**src/rtl/fifo_fwft_sync.sv**
```systemverilog
// ---------------------------------------------------------------------------
// fifo_fwft_sync
// Single-clock first-word-fall-through FIFO. The head word is always presented
// on dout while empty is low, and rden acknowledges (pops) that word.
//
// Storage is a RAM of DEPTH-1 entries plus one output register (dout), so the
// total capacity is DEPTH = 2**DEPTH_WIDTH words. Every accepted write goes
// into the RAM. The output register reloads from the RAM whenever it is empty
// or being popped. A word written into an empty FIFO therefore appears on dout
// one edge after it was written.
//
// Optional build macro:
//   FIFO_FILL_LEVEL_EN - adds the registered output fill_level[DEPTH_WIDTH:0]
//                        holding the total occupancy, output register included.
// ---------------------------------------------------------------------------
module fifo_fwft_sync #(
  parameter int WIDTH       = 8,   // data word width, >= 1
  parameter int DEPTH_WIDTH = 4    // log2 of total capacity, >= 1
) (
  input  logic                   clk,
  input  logic                   rst_n,
  // write side: plain push interface
  input  logic [WIDTH-1:0]       din,
  input  logic                   wren,
  output logic                   full,
  // read side: FWFT head word plus pop acknowledge
  output logic [WIDTH-1:0]       dout,
  input  logic                   rden,
  output logic                   empty
`ifdef FIFO_FILL_LEVEL_EN
  ,
  output logic [DEPTH_WIDTH:0]   fill_level
`endif
);

  // -------------------------------------------------------------------------
  // Derived sizes
  // -------------------------------------------------------------------------
  localparam int unsigned             DEPTH     = 1 << DEPTH_WIDTH;
  localparam int unsigned             RAM_DEPTH = DEPTH - 1;
  localparam logic [DEPTH_WIDTH-1:0]  PTR_LAST  = DEPTH_WIDTH'(RAM_DEPTH - 1);
  localparam logic [DEPTH_WIDTH-1:0]  PTR_ZERO  = '0;
  localparam logic [DEPTH_WIDTH:0]    CNT_FULL  = (DEPTH_WIDTH + 1)'(DEPTH);
  localparam logic [DEPTH_WIDTH:0]    CNT_ONE   = (DEPTH_WIDTH + 1)'(1);
  localparam logic [DEPTH_WIDTH:0]    CNT_ZERO  = '0;

  // -------------------------------------------------------------------------
  // State
  // -------------------------------------------------------------------------
  logic [WIDTH-1:0]        mem_q [RAM_DEPTH];  // RAM body, excludes dout
  logic [DEPTH_WIDTH-1:0]  wr_ptr_q, wr_ptr_d; // next RAM slot to write
  logic [DEPTH_WIDTH-1:0]  rd_ptr_q, rd_ptr_d; // oldest RAM slot
  logic [DEPTH_WIDTH:0]    count_q,  count_d;  // total occupancy 0..DEPTH
  logic [WIDTH-1:0]        dout_q,   dout_d;   // output register
  logic                    empty_q,  empty_d;  // output register holds no word
  logic                    full_q,   full_d;   // occupancy == DEPTH

  // -------------------------------------------------------------------------
  // Handshake decode
  // -------------------------------------------------------------------------
  logic                    wr_accept;   // word pushed into RAM this edge
  logic                    rd_accept;   // head word popped this edge
  logic [DEPTH_WIDTH:0]    ram_count;   // words held in the RAM alone
  logic                    ram_has_word;
  logic                    load_out;    // move oldest RAM word into dout

  // A push while full is dropped outright, even when a pop happens on the
  // same edge; a pop while empty is ignored.
  assign wr_accept = wren & ~full_q;
  assign rd_accept = rden & ~empty_q;

  // The RAM holds everything except the word sitting in the output register.
  assign ram_count    = count_q - (empty_q ? CNT_ZERO : CNT_ONE);
  assign ram_has_word = (ram_count != CNT_ZERO);

  // The output register refills from the RAM when it is vacant or is being
  // popped. A word written on this very edge is not yet visible in the RAM,
  // which gives the one-cycle fall-through latency.
  assign load_out = ram_has_word & (empty_q | rd_accept);

  // -------------------------------------------------------------------------
  // Pointer wrap helper: pointers wrap modulo DEPTH-1. With DEPTH_WIDTH=1 the
  // RAM has a single slot, so PTR_LAST is zero and the pointer never moves.
  // -------------------------------------------------------------------------
  function automatic logic [DEPTH_WIDTH-1:0] ptr_inc(input logic [DEPTH_WIDTH-1:0] ptr);
    if (ptr == PTR_LAST) begin
      return PTR_ZERO;
    end
    return ptr + 1'b1;
  endfunction

  // Next-state computation for pointers, occupancy, flags and output register.
  always_comb begin
    // NOTE: every signal assigned in this block gets a default first, so no
    // path can leave one unassigned and infer a latch.
    wr_ptr_d = wr_ptr_q;
    rd_ptr_d = rd_ptr_q;
    count_d  = count_q;
    dout_d   = dout_q;
    empty_d  = empty_q;
    full_d   = full_q;

    if (wr_accept) begin
      wr_ptr_d = ptr_inc(wr_ptr_q);
    end

    if (load_out) begin
      rd_ptr_d = ptr_inc(rd_ptr_q);
      dout_d   = mem_q[rd_ptr_q];
    end

    // Total occupancy: a simultaneous push and pop leaves it unchanged.
    unique case ({wr_accept, rd_accept})
      2'b10:   count_d = count_q + CNT_ONE;
      2'b01:   count_d = count_q - CNT_ONE;
      default: count_d = count_q;
    endcase

    // dout stays valid if it was valid and not popped, or if it is refilled.
    empty_d = ~((~empty_q & ~rd_accept) | load_out);

    // full tracks the next occupancy so it is registered yet exact.
    full_d  = (count_d == CNT_FULL);
  end

  // Control and output register state, cleared by asynchronous reset.
  always_ff @(posedge clk or negedge rst_n) begin
    if (!rst_n) begin
      wr_ptr_q <= PTR_ZERO;
      rd_ptr_q <= PTR_ZERO;
      count_q  <= CNT_ZERO;
      dout_q   <= '0;
      empty_q  <= 1'b1;
      full_q   <= 1'b0;
    end else begin
      // NOTE: sequential state uses non-blocking assignments so every register
      // samples the pre-edge values, independent of statement order.
      wr_ptr_q <= wr_ptr_d;
      rd_ptr_q <= rd_ptr_d;
      count_q  <= count_d;
      dout_q   <= dout_d;
      empty_q  <= empty_d;
      full_q   <= full_d;
    end
  end

  // RAM write port.
  // NOTE: the storage array has no reset; its contents are never observed
  // before being written because the pointers and count are reset, and a
  // resettable array would prevent mapping onto RAM primitives.
  always_ff @(posedge clk) begin
    if (wr_accept) begin
      mem_q[wr_ptr_q] <= din;
    end
  end

  // -------------------------------------------------------------------------
  // Outputs
  // -------------------------------------------------------------------------
  assign dout  = dout_q;
  assign empty = empty_q;
  assign full  = full_q;

`ifdef FIFO_FILL_LEVEL_EN
  // Total occupancy, counting the word in flight during fall-through.
  assign fill_level = count_q;
`endif

  // -------------------------------------------------------------------------
  // Structural invariants
  // -------------------------------------------------------------------------
  // Occupancy can never exceed capacity.
  a_count_range: assert property (@(posedge clk) disable iff (!rst_n)
    count_q <= CNT_FULL);

  // A full FIFO always has a word presented on dout.
  a_not_full_and_empty: assert property (@(posedge clk) disable iff (!rst_n)
    !(full_q && empty_q));

  // The full flag always agrees with the occupancy counter.
  a_full_matches_count: assert property (@(posedge clk) disable iff (!rst_n)
    full_q == (count_q == CNT_FULL));

  // An empty output register implies at most the single fall-through word.
  a_empty_occupancy: assert property (@(posedge clk) disable iff (!rst_n)
    empty_q |-> (count_q <= CNT_ONE));

endmodule

```
**config.mk**
```make
export PLATFORM = sky130hd
export DESIGN_NAME = fifo_fwft_sync
export DESIGN_NICKNAME = d
export VERILOG_FILES = /design/src/rtl/fifo_fwft_sync.sv
export SDC_FILE = /design/constraint.sdc
export NUM_CORES = 1
export LEC_CHECK = 0
export CELL_PAD_IN_SITES_DETAIL_PLACEMENT = 1
export CELL_PAD_IN_SITES_GLOBAL_PLACEMENT = 1
export CORE_ASPECT_RATIO = 1.25
export CORE_MARGIN = 2
export CORE_UTILIZATION = 40
export DETAILED_ROUTE_END_ITERATION = 8
export GPL_TIMING_DRIVEN = 0
export PLACE_DENSITY_LB_ADDON = 0.12
export SKIP_LAST_GASP = 1
export SLEW_MARGIN = 5
export SYNTH_ARGS = -nofsm -noshare
export SYNTH_HDL_FRONTEND = slang
export SYNTH_SLANG_ARGS = --single-unit
```
**constraint.sdc**
```tcl
create_clock -name clk -period 2.2 [get_ports clk]
set_input_delay 0.33 -clock clk [delete_from_list [all_inputs] [get_ports clk]]
set_output_delay 0.33 -clock clk [all_outputs]
set_load 0.02 [all_outputs]
```
Word level (Yosys, flattened, before mapping)
Memory sizes are Yosys's and may differ from the RTL's. A register that Yosys moved wholly into a read port is not among the register bits.
Cells that the tools add are included.
Widths: inputs -> output; s select.
{"block": "op_classes", "add_sub_neg": 5, "n_eq_ne": 5, "muxes": 12, "bitwise": 10, "reduce_logical": 2}
{"cell": "$mux 4", "count": 4}
{"cell": "$pmux 5 s2", "count": 1}
{"cell": "$add 4x1->4 const B", "count": 2}
{"cell": "$eq 4x4->1 const B", "count": 2}
{"cell": "$mux 1", "count": 7}
{"cell": "$add 5x1->5 const B", "count": 1}
{"cell": "$eq 5x5->1 const B", "count": 1}
{"cell": "$reduce_bool 5->1", "count": 1}
{"cell": "$sub 5x1->5", "count": 1}
{"cell": "$sub 5x1->5 const B", "count": 1}
{"cell": "$and 1x1->1", "count": 4}
{"cell": "$not 1->1", "count": 4}
{"cell": "$eq 2x1->1 const B", "count": 1}
{"cell": "$eq 2x2->1 const B", "count": 1}
{"cell": "$or 1x1->1", "count": 2}
{"cell": "$logic_not 1->1", "count": 1}
{"block": "totals", "ff_bits": 15, "mem_bits_rw": 120, "input_bits": 12, "out_inout_bits": 10, "wordCells": 40, "n_memories": 1}
{"name": "mem_q", "depth": 15, "width": 8, "read_ports": 1, "rd_ports_with_merged_regs": 1, "write_ports": 1, "line_no": "50", "rtl": "logic [WIDTH-1:0] mem_q [RAM_DEPTH];"}

Logic depth before layout (Yosys ltp)
{"block": "depth", "word_depth": 6, "mapped_depth": 12, "depth_no_buf": 10}

Worst setup path before layout
OpenSTA, ideal clock, no wires.
{"block": "synth_timing", "kind": "flip-flop to flip-flop", "from": "register full_q, in the netlist full", "to": "register full_q, in the netlist full", "setup_time_ns": 0.111, "arrival_ns": 2.272, "required_time_ns": 2.089, "slack_ns": -0.183, "stages_incl_launch_ff": 10, "n_path_buf": 3, "synth_period_minus_slack_ns": 2.383, "cell_sequence": "dfrtp_1 -> nor2b_4 -> buf_6 -> inv_2 -> buf_4 -> ha_1 -> clkbuf_1 -> inv_1 -> or4_1 -> a2111oi_2"}
{"block": "synth_between", "elab_chain_len": 5, "word_cells_on_any_way": 6, "classes_between": "eq/ne (3); mux (1); bitwise (2)"}
{"element": "from (decl)", "line_no": "56", "rtl": "logic full_q, full_d;"}
{"element": "from (signal assigned)", "line_no": "143", "rtl": "full_q <= full_d;"}
{"element": "$not 1->1 *", "line_no": "69", "rtl": "assign wr_accept = wren & ~full_q;"}
{"element": "$and 1x1->1 *", "line_no": "69"}
{"element": "$eq 2x1->1 or $eq 2x2->1 (tied branches)", "line_no": "113", "rtl": "unique case ({wr_accept, rd_accept})"}
{"element": "$pmux 5 s2 *", "line_no": "113"}
{"element": "$eq 5x5->1 *", "line_no": "123", "rtl": "full_d = (count_d == CNT_FULL);"}
{"element": "via full_d", "line_no": "56"}
Mark *: on every way through the listed nets, which the timed path passes. The rest lies on a longest branch.
A chain may end at the register's enable or synchronous reset.

Final worst setup path
{"block": "layout_timing", "from": "register empty_q, in the netlist empty", "to": "register full_q, in the netlist full"}
{"block": "layout_between", "elab_chain_len": 5, "word_cells_on_any_way": 6, "classes_between": "eq/ne (3); mux (1); bitwise (2)"}
{"element": "from (decl)", "line_no": "55", "rtl": "logic empty_q, empty_d;"}
{"element": "from (signal assigned)", "line_no": "142", "rtl": "empty_q <= empty_d;"}
{"element": "$not 1->1 *", "line_no": "70", "rtl": "assign rd_accept = rden & ~empty_q;"}
{"element": "$and 1x1->1 *", "line_no": "70"}
{"element": "$eq 2x1->1 or $eq 2x2->1 (tied branches)", "line_no": "113"}
{"element": "$pmux 5 s2 *", "line_no": "113"}
{"element": "$eq 5x5->1 *", "line_no": "123"}
{"element": "via full_d", "line_no": "56"}
Marked as above.

==> flow_metrics.env <==
export IMPL_synth_compound_area_frac=0.0521
export IMPL_cap_violations=0
export IMPL_fmax_mhz=443
export IMPL_synthXorXnorAreaFrac=0.00893
export IMPL_wl_met2_mm=6.87
export IMPL_synthAdderAreaFrac=0.00638
export IMPL_cpLargestDelayFamily="compound AO/OA/AOI/OAI gates"
export IMPL_final_nets=425
export IMPL_p_per_area_nw_per_um2=1330
export IMPL_postSynth_asyncResetShare=0.161
export IMPL_finalWeightedCongestion=0.764
export IMPL_clkTransAtPathRegs_ps=60
export IMPL_cts_tree="done"
export IMPL_routed_wl_met3_um=410
export IMPL_ant_nets=0
export IMPL_num_vias=3191
export IMPL_min_period_ps=2260
export IMPL_regArea_sq_um=4180
export IMPL_synth_top_family_by_area="multiplexers"
export IMPL_violations="negative setup slack"
export IMPL_grt_usage=0.179
export IMPL_met1_length_mm=5.54
export IMPL_power_mw=9.48
export IMPL_synthDistinctLibCells=49
export IMPL_num_rows=49
export IMPL_cts_buffer_depth=2
export IMPL_yosysSeqAreaShare=0.711
export IMPL_gr_total_overflow=0
export IMPL_initial_core_util=0.408
export IMPL_ir_drop_uv=679
export IMPL_worstSetupPathType="flip-flop to flip-flop"
export IMPL_ctsHtreeMaxLevel=4
export IMPL_drtPass1Iterations=4
export IMPL_synth_simple_area_share=0.0704
export IMPL_hold_viol=0
export IMPL_multiInputGateArea_sq_um=1710
export IMPL_critPathBufInv=2
export IMPL_antenna_found_initial=0
export IMPL_core_area_sq_um=14400
export IMPL_area_growth_pct=21.2
export IMPL_synth_edff_count=120
export IMPL_die_x_um=112
export IMPL_max_stage_delay_ps=540
export IMPL_required_ps=2500
export IMPL_wl_mm=13.0
export IMPL_io_buffers=21
export IMPL_synth_top_cell_by_area="edfxtp_1"
export IMPL_fin_cells=600
export IMPL_finalSetupViolCount=2
export IMPL_avgSynthCellArea_sq_um=16.6
export IMPL_io_pin_count=22
export IMPL_die_y_um=140
export IMPL_pre_cts_slack_ps=-712
export IMPL_drt_iter0_drc=205
export IMPL_place_detailed_hpwl_mm=8.48
export IMPL_numCtsBuffers=17
export IMPL_regToRegEndpoint="full$_DFF_PN0_"
export IMPL_cts_sinks=143
export IMPL_grt_pass1_vias=3487
export IMPL_status="finished with violations"
export IMPL_root_buffer="clkbuf_16"
export IMPL_ys_ff_latch=143
export IMPL_crit_path_end_kind="flip-flop"
export IMPL_synth_area_mux_share=0.127
export IMPL_vias_per_cell=5.32
export IMPL_crit_chain="nand2b_4 > inv_6 > nand2_4 > xnor2_2 > ha_4 > buf_6 > and3_4 > o22ai_4 > a221oi_2 > xnor2_1 > a2111oi_2"
export IMPL_syn_instance_count=355
export IMPL_crit_slowest_cell="dfstp_2"
export IMPL_ys_warn_count=0
export IMPL_detail_route_wl_per_cell_um=21.6
export IMPL_worst_slack_ps=-55.2
export IMPL_hold_class="input port to asynchronous set/reset pin"
export IMPL_topRoutingLayerUsed="met4"
export IMPL_placed_cells=554
export IMPL_grt_max_degree=24
export IMPL_grt_pass1_wl_mm=20.2
export IMPL_r2r_cells=11
export IMPL_ff2ff_setup_slack_ps=-60
export IMPL_worst_r2r_startpoint="empty$_DFF_PN1_"
export IMPL_n_antenna_cell=0
export IMPL_grt_setup_unrepaired="true"
export IMPL_syn_nets=370
export IMPL_clock_latency_ps=420
export IMPL_arrival_ps=2550
export IMPL_worst_pin_slew_ps=801
export IMPL_drc=0
export IMPL_synth_area_sq_um=5880
export IMPL_synthTopCellsByArea="edfxtp_1 (61%), dfrtp_1 (9.4%), mux4_2 (9.2%)"
export IMPL_fillers=1357
export IMPL_die_area_sq_um=15700
export IMPL_cp_max_fo=5
export IMPL_min_period_over_period=1.03
export IMPL_relSlewSlack=0.464
export IMPL_startpoint_type="flip-flop"
export IMPL_clock_skew_ps=9.65
export IMPL_yosysTopAreaCellShare=0.613
export IMPL_final_layout_size_suffix_gt1_frac=0.282
export IMPL_power_leakage_nw=2.43
export IMPL_slew_viol_final=0
export IMPL_ys_dominant_reg_cell="edfxtp_1"
## power by group
group | leakage, nW | switching (mW) | internal [mW] | total, mW
registers | 1.35 | 0.224 | 3.38 | 3.61
clock network | 0.257 | 1.01 | 1.51 | 2.53
logic | 0.816 | 1.84 | 1.51 | 3.35
total | 2.43 | 3.07 | 6.41 | 9.48
## how the worst max path moves through the flow
stage | from | to | slack [ps] | cells past startpoint
after floorplan | full$_DFF_PN0_ | full$_DFF_PN0_ | -70 | 12
after global placement | wren | mem_q[1][2]$_DFFE_PP_ | -760 | 8
after detailed placement | wren | mem_q[1][7]$_DFFE_PP_ | -710 | 8
after CTS | full$_DFF_PN0_ | full$_DFF_PN0_ | -260 | 12
after global routing | empty$_DFF_PN1_ | full$_DFF_PN0_ | -190 | 11
final | empty$_DFF_PN1_ | full$_DFF_PN0_ | -60 | 11
## per-layer routing
metal | vias to the layer above | GRT usage
met5 | - | 0
met3 | 9 | 0.0514
met1 | 1638 | 0.224
met2 | 52 | 0.299
met4 | 0 | 0.0616
li1 | 1492 | -
## area by class of cell
class                   count  area share
plain buffers              21      0.0181
repair buffers             38      0.0476
clock inverters            11      0.0105
clock buffers              20      0.0612
inverters                   7     0.00474
flip-flops and latches    143       0.587
well taps                 178      0.0312
multi-input cells         182       0.240
## synthesized netlist by cell type, drive strengths merged, types with 4 or more instances
| library cell | instances |
|---|---|
| mux2i | 17 |
| o211ai | 4 |
| nor2 | 29 |
| dfrtp | 22 |
| inv | 7 |
| a221oi | 8 |
| o21ai | 12 |
| nand2b | 4 |
| a21oi | 12 |
| nand2 | 21 |
| xnor2 | 5 |
| clkbuf | 11 |
| edfxtp | 120 |
| buf | 12 |
| nor3 | 6 |
| mux4 | 24 |
## what timing repair did
| item | in CTS | in global routing |
|---|---|---|
| hold buffers | 0 | 1 |
| pin swaps | 7 | 8 |
| gates resized for setup | 23 | 24 |
| setup buffers | 12 | 5 |
| endpoints found under the setup margin | 84 | 55 |
| endpoints found under the hold margin | 0 | 22 |
## layout by cell type (no fill, tap or decap), types with 3 or more instances in the layout
master,count
nor3_2,4
mux4_2,24
clkdlybuf4s50_1,20
nand2b_1,3
a221oi_1,7
edfxtp_1,120
buf_2,6
o211ai_1,4
a21oi_1,11
mux2_2,3
buf_6,4
dfrtp_1,21
inv_1,3
nor2_2,6
clkbuf_16,17
nor2_4,3
nand2_1,20
clkinv_2,6
buf_4,17
xnor2_1,4
nor2_1,20
clkinv_1,4
clkbuf_1,11
nand3_1,3
o21ai_0,12
mux2i_1,15
## logic make-up (layout without fill, tap and decap cells)
logic type               count (synthesis)  in the layout
adder cells (fa/ha/maj)                  3              3
multiplexers                            44             44
AND/OR/NAND/NOR                         83             83
buffers and inverters                   30             97
AO/OA/AOI/OAI                           46             46
flip-flops                             143            143
XOR/XNOR                                 6              6
## through the flow
step / instance area, sq um / hold slack, ps / utilization / setup TNS, ps
CTS: 7020 / 534 / 0.488 / -1060
floorplan: 5910 / 34.4 / - / -66.4
detailed placement: 6340 / 522 / 0.440 / -49370
global placement: 6340 / 495 / 0.440 / -49790
global route: 7130 / 490 / 0.495 / -595
finish: 7130 / 459 / 0.495 / -97.6
## flip-flops by register name (all words and copies together), names as in the netlist
| signal | flops |
|---|---|
| count_q | 5 |
| dout | 8 |
| empty | 1 |
| full | 1 |
| mem_q | 120 |
| rd_ptr_q | 4 |
| wr_ptr_q | 4 |
Note: power is estimated with default switching activity, not from simulation.
